File: src/rtl/issue_scheduler_pkg.sv
// Shared definitions for the issue scheduler: RV32I opcodes, execution-unit codes,
// FSM states, the queue entry layout and the opcode classifier.
package issue_scheduler_pkg;

  localparam logic [6:0] OPC_LUI    = 7'b0110111;
  localparam logic [6:0] OPC_AUIPC  = 7'b0010111;
  localparam logic [6:0] OPC_JAL    = 7'b1101111;
  localparam logic [6:0] OPC_JALR   = 7'b1100111;
  localparam logic [6:0] OPC_BRANCH = 7'b1100011;
  localparam logic [6:0] OPC_LOAD   = 7'b0000011;
  localparam logic [6:0] OPC_STORE  = 7'b0100011;
  localparam logic [6:0] OPC_OP_IMM = 7'b0010011;
  localparam logic [6:0] OPC_OP     = 7'b0110011;
  localparam logic [6:0] OPC_FENCE  = 7'b0001111;

  typedef enum logic [1:0] {
    UNIT_ALU = 2'd0,
    UNIT_LSU = 2'd1,
    UNIT_BR  = 2'd2,
    UNIT_ILL = 2'd3
  } unit_t;

  typedef enum logic {
    ST_RUN    = 1'b0,
    ST_BRWAIT = 1'b1
  } state_t;

  typedef struct packed {
    logic [31:0] instr;
    logic [31:0] pc;
  } entry_t;

  localparam int ENTRY_W = $bits(entry_t);

  function automatic unit_t classify(input logic [6:0] opcode);
    unit_t unit;
    unit = UNIT_ILL;
    case (opcode)
      OPC_LUI, OPC_AUIPC, OPC_OP_IMM, OPC_OP, OPC_FENCE: unit = UNIT_ALU;
      OPC_LOAD, OPC_STORE:                               unit = UNIT_LSU;
      OPC_JAL, OPC_JALR, OPC_BRANCH:                     unit = UNIT_BR;
      default:                                           unit = UNIT_ILL;
    endcase
    return unit;
  endfunction

endpackage

File: src/rtl/issue_queue.sv
// Circular FIFO holding fetched {instr, pc} entries; clear empties it in one cycle.
// A push is refused whenever the queue is full, even if a pop happens in the same cycle.
module issue_queue
  import issue_scheduler_pkg::*;
#(
  parameter int DEPTH = 4,
  parameter int PTR_W = 2,
  parameter int WIDTH = ENTRY_W
) (
  input  logic             clock,
  input  logic             reset,
  input  logic             clear,
  input  logic             push,
  input  logic             pop,
  input  logic [WIDTH-1:0] push_data,
  output logic [WIDTH-1:0] head_data,
  output logic [PTR_W:0]   count,
  output logic             full,
  output logic             empty
);

  logic [WIDTH-1:0] mem [DEPTH];
  logic [PTR_W-1:0] head;
  logic [PTR_W-1:0] tail;
  logic             do_push;
  logic             do_pop;

  assign full      = (count == (PTR_W+1)'(DEPTH));
  assign empty     = (count == '0);
  assign do_push   = push && !full;
  assign do_pop    = pop && !empty;
  assign head_data = mem[head];

  always_ff @(posedge clock) begin
    if (reset || clear) begin
      head  <= '0;
      tail  <= '0;
      count <= '0;
    end else begin
      if (do_push) tail <= tail + 1'b1;
      if (do_pop)  head <= head + 1'b1;
      case ({do_push, do_pop})
        2'b10:   count <= count + 1'b1;
        2'b01:   count <= count - 1'b1;
        default: count <= count;
      endcase
    end
  end

  // Storage needs no reset: an entry is only ever read after it has been written.
  always_ff @(posedge clock) begin
    if (do_push && !reset && !clear) mem[tail] <= push_data;
  end

endmodule

File: src/rtl/issue_scheduler.sv
// In-order single-issue scheduler: queues fetched instructions, classifies the head,
// and issues it when the ROB and its unit have room; stalls behind control transfers.
module issue_scheduler
  import issue_scheduler_pkg::*;
#(
  parameter int QUEUE_DEPTH = 4,
  parameter int PTR_W       = 2
) (
  input  logic        clock,
  input  logic        reset,
  input  logic        fetch_valid,
  input  logic [31:0] fetch_instr,
  input  logic [31:0] fetch_pc,
  output logic        fetch_ready,
  input  logic        rob_free,
  input  logic        rs_alu_free,
  input  logic        rs_lsu_free,
  input  logic        rs_br_free,
  input  logic        branch_resolved,
  input  logic        flush,
  output logic        issue_valid,
  output logic [31:0] issue_instr,
  output logic [31:0] issue_pc,
  output logic [1:0]  issue_unit,
  output logic        br_pending
);

  state_t               state;
  state_t               state_next;
  entry_t               head_entry;
  logic [ENTRY_W-1:0]   head_bits;
  logic [PTR_W:0]       count;
  logic                 q_full;
  logic                 q_empty;
  logic                 push;
  unit_t                head_unit;
  logic                 unit_free;
  logic                 go;

  // A push in a flush cycle is dropped along with everything already buffered.
  assign push        = fetch_valid && fetch_ready && !flush;
  assign fetch_ready = !q_full;
  assign head_entry  = head_bits;
  assign br_pending  = (state == ST_BRWAIT);

  issue_queue #(
    .DEPTH (QUEUE_DEPTH),
    .PTR_W (PTR_W),
    .WIDTH (ENTRY_W)
  ) u_queue (
    .clock     (clock),
    .reset     (reset),
    .clear     (flush),
    .push      (push),
    .pop       (go),
    .push_data ({fetch_instr, fetch_pc}),
    .head_data (head_bits),
    .count     (count),
    .full      (q_full),
    .empty     (q_empty)
  );

  // Illegal opcodes need only a ROB slot; the ROB reports the exception later.
  always_comb begin
    head_unit = classify(head_entry.instr[6:0]);
    unit_free = 1'b1;
    case (head_unit)
      UNIT_ALU: unit_free = rs_alu_free;
      UNIT_LSU: unit_free = rs_lsu_free;
      UNIT_BR:  unit_free = rs_br_free;
      default:  unit_free = 1'b1;
    endcase
    go = (state == ST_RUN) && !q_empty && rob_free && unit_free && !flush;
  end

  always_comb begin
    state_next = state;
    if (flush) begin
      state_next = ST_RUN;
    end else begin
      case (state)
        ST_RUN:    if (go && head_unit == UNIT_BR) state_next = ST_BRWAIT;
        ST_BRWAIT: if (branch_resolved)            state_next = ST_RUN;
        default:   state_next = ST_RUN;
      endcase
    end
  end

  always_ff @(posedge clock) begin
    if (reset) state <= ST_RUN;
    else       state <= state_next;
  end

  // Issue fields keep their last values while issue_valid is low.
  always_ff @(posedge clock) begin
    if (reset) begin
      issue_valid <= 1'b0;
      issue_instr <= '0;
      issue_pc    <= '0;
      issue_unit  <= '0;
    end else begin
      issue_valid <= go;
      if (go) begin
        issue_instr <= head_entry.instr;
        issue_pc    <= head_entry.pc;
        issue_unit  <= head_unit;
      end
    end
  end

endmodule
File: config.mk
export PLATFORM = sky130hd
export DESIGN_NAME = issue_scheduler
export DESIGN_NICKNAME = d
export VERILOG_FILES = /design/src/rtl/issue_scheduler_pkg.sv /design/src/rtl/issue_queue.sv /design/src/rtl/issue_scheduler.sv
export SDC_FILE = /design/constraint.sdc
export NUM_CORES = 1
export LEC_CHECK = 0
export BUFFER_PORTS_ARGS = -buffer_cell sky130_fd_sc_hd__buf_2
export CORE_UTILIZATION = 58
export DETAILED_ROUTE_END_ITERATION = 6
export PLACE_DENSITY = 0.76
export SYNTH_ARGS = -nofsm -noshare
export SYNTH_HDL_FRONTEND = slang
export SYNTH_HIERARCHICAL = 1
export SYNTH_SLANG_ARGS = --single-unit
File: constraint.sdc
create_clock -name clock -period 5.3 [get_ports clock]
set_input_delay 1.06 -clock clock [delete_from_list [all_inputs] [get_ports clock]]
set_output_delay 1.06 -clock clock [all_outputs]
set_load 0.05 [all_outputs]
==> results.toml <==
[clock_network]
clk_latency_ps = 500
post_cts_buffers = 0
cts_buffers = 35
root_buffer = "clkbuf_16"
cts_resized = 0
htreeDepth = 2
clock-sinks = 333
cts_max_path_buffers = 3
cts_tree = "done"
cts_hold_buf = 0
path_clk_slew_ps = 60

[power]
p_switching_w = 0.001030
seqPwrFrac = 0.516
pwr_density_cell_nw_per_um2 = 365.8
p_leak_nw = 5.090
swShare = 0.1878
p_int_w = 0.004455
vdd_drop_max_uv = 318.4
combPwrFrac = 0.026
clkPwrFrac = 0.458

[detailed_routing]
wl_per_cell_um = 20.48
drc_errors = 0
drtIter0Drc = 432
via_per_inst = 5.642
routed_wl_mm = 23.72
drtPass1Iterations = 4
dr_total_vias = 6534
ant_nets = 0

[global_routing]
grt_max_degree = 135
track_usage = 0.2162
antenna_found_initial = 4
grt_pass1_vias = 6887
grt_pass1_wl_mm = 36.60
grt-ovfl-total = 0

[placement]
dpl.cell_count = 1093
pre_cts_ws_ps = 1300
dpl.hpwl_mm = 13.46
dpl-instance-area_um2 = 13780
routabilityCongestion = 0.7927
io_buffer_count = 141

[logic_synthesis]
yosysUniqueCellTypes = 46
synthTopCellsByArea = "edfxtp_1 (60%), dfxtp_1 (12%), mux4_2 (11%), nand2b_1 (6.3%), mux2i_1 (5.0%)"
ys_seq_elements = 333
synth_ff_type = "edfxtp_1"
yosysTopAreaCellShare = 0.5970
synth_edf_count = 256
syn-cell-area_um2 = 12880
syn_inst = 704
syn_nets = 783
syn_avg_cell_area_um2 = 18.29
async_flop_share = 0
yosysTopAreaCell = "edfxtp_1"
yosys_warnings = 6
yosysSeqAreaShare = 0.7167

[final_layout]
final_cell_area_um2 = 14990
nets = 929
area_delta_synth_final_pct = 16.44
fin_util = 0.6871
finalNonFillerCells = 1158
drive_above_1_share = 0.3128

[die]
dieArea_um2 = 22800
ios = 142
die_h_um = 151.0
initial_utilization = 0.5901
core_um2 = 21820
chipWidth_um = 151.0
rows = 54

[worst_setup_path]
worst_ep_arrival_time_ps = 4550
startpoint_type = "flip-flop"
cp.required_ps = 5730
crit_type = "flip-flop to flip-flop"
critPathCaptureType = "flip-flop"
crit_fanout = 32

[run_status]
status = "complete, no violations"

[timing]
skew_ps = 12.76
worst_pin_slew_ps = 1084
fin_ws_ps = 1179
setup-violations-final = 0
hold_viol_final = 0
max_freq_ghz = 0.2427
finalCritPeriodShare = 0.7776
rsz0062_at_grt = "no"
final.min_clock_period_ps = 4121
tns_ps = 0
slew_headroom = 0.2771
slew_violations = 0

[min_path]
hold_class = "flip-flop to flip-flop"

[flow_run]
cap_viol_max_count = 0
==> synth_stat cells, types with 3 or more instances <==
master	n
mux4_2	64
or3_1	3
mux2i_1	64
inv_1	11
ha_1	5
a21oi_1	4
nor2_1	6
and3_1	5
dfxtp_1	77
buf_4	6
nor2b_1	3
buf_6	7
nand2_1	4
nand2b_1	130
edfxtp_1	256
buf_1	6
clkbuf_1	14
o21ai_0	5
==> stage by stage <==
stage | power (W) | hold WS, ps
global placement | 0.003021 | 456.5
CTS | 0.005536 | 474.7
detailed placement | 0.003030 | 461.9
finish | 0.005485 | 469.9
global route | 0.005655 | 488.0
floorplan | 0.002967 | 453.2
==> layer usage <==
metal  wire [um]  global-route usage  part of all wire
met1        9708              0.2667              0.41
met2       12050              0.3752              0.51
met3        1481             0.05602             0.062
met4         462             0.06550             0.019
met5          13                   0           0.00055
==> flip-flops by register name (all words and copies together), names as in the netlist, named ones only <==
| signal | count |
|---|---|
| br_pending | 1 |
| issue_instr | 32 |
| issue_pc | 32 |
| issue_unit | 2 |
| issue_valid | 1 |
| u_queue/count | 3 |
| u_queue/head | 2 |
| u_queue/mem | 256 |
| u_queue/tail | 2 |
==> final timing paths <==
| kind | start | to | slack (ps) | cells past startpoint |
|---|---|---|---|---|
| worst min-delay path | issue_pc[2] | issue_pc[2] | 470 | 2 |
| worst min register to register | issue_pc[2] | issue_pc[2] | 470 | 2 |
| worst max register to register | flip-flop | u_queue/count[2] | 1180 | 13 |
| worst max-delay path | flip-flop | u_queue/count[2] | 1180 | 13 |
==> worst max-delay path, stage by stage (launching register included) <==
cell and delay [ps]:
dfxtp_4 660, mux4_2 430, nand3b_4 200, nor4_1 440, a311o_1 270, o21ai_4 90
inv_4 360, nor2b_1 290, ha_1 240, inv_1 60, fa_1 370, xor2_1 170
or3_1 310, a21oi_1 140
==> final cells by class <==
class	count	area, um2
sequential	333	9236
fill	1428	6829
multi-input combinational	323	3410
clock buffer	52	1055
timing repair buffer	145	738.2
tap	280	350.3
clock inverter	11	152.6
inverter	12	47.55
antenna	2	5.005
==> logic make-up (layout without fill, tap and decap cells) <==
logic type | count (synthesis) | after routing | synth area share
mux | 128 | 128 | 0.1617
flops | 333 | 333 | 0.7167
simple gates | 169 | 169 | 0.08346
buf+inv | 48 | 220 | 0.02011
xor+xnor | 2 | 2 | 0.001361
compound gates | 18 | 18 | 0.01030
fa+ha+maj | 6 | 6 | 0.006413
other cells | 0 | 2 | 0
==> layout by cell type, fill, tap and decap left out, types with 5 or more instances in the layout <==
cell / count
edfxtp_1: 256
buf_2: 140
nand2b_1: 130
dfxtp_1: 75
mux2i_1: 64
mux4_2: 64
clkbuf_16: 39
inv_1: 11
clkbuf_1: 10
nor2_1: 6
o21ai_0: 5
clkinv_2: 5
buf_4: 5
ha_1: 5
==> power by group through the flow <==
stage | Combinational, W | Sequential [W] | Clock [W]
final | 0.000145 | 0.00283 | 0.00251
after global routing | 0.000157 | 0.00283 | 0.00267
after CTS | 0.000146 | 0.00283 | 0.00256
after detailed placement | 0.000146 | 0.00288 | 0
after global placement | 0.000137 | 0.00288 | 0
after floorplan | 0.0000640 | 0.00290 | 0
(Power assumes the default switching activity.)
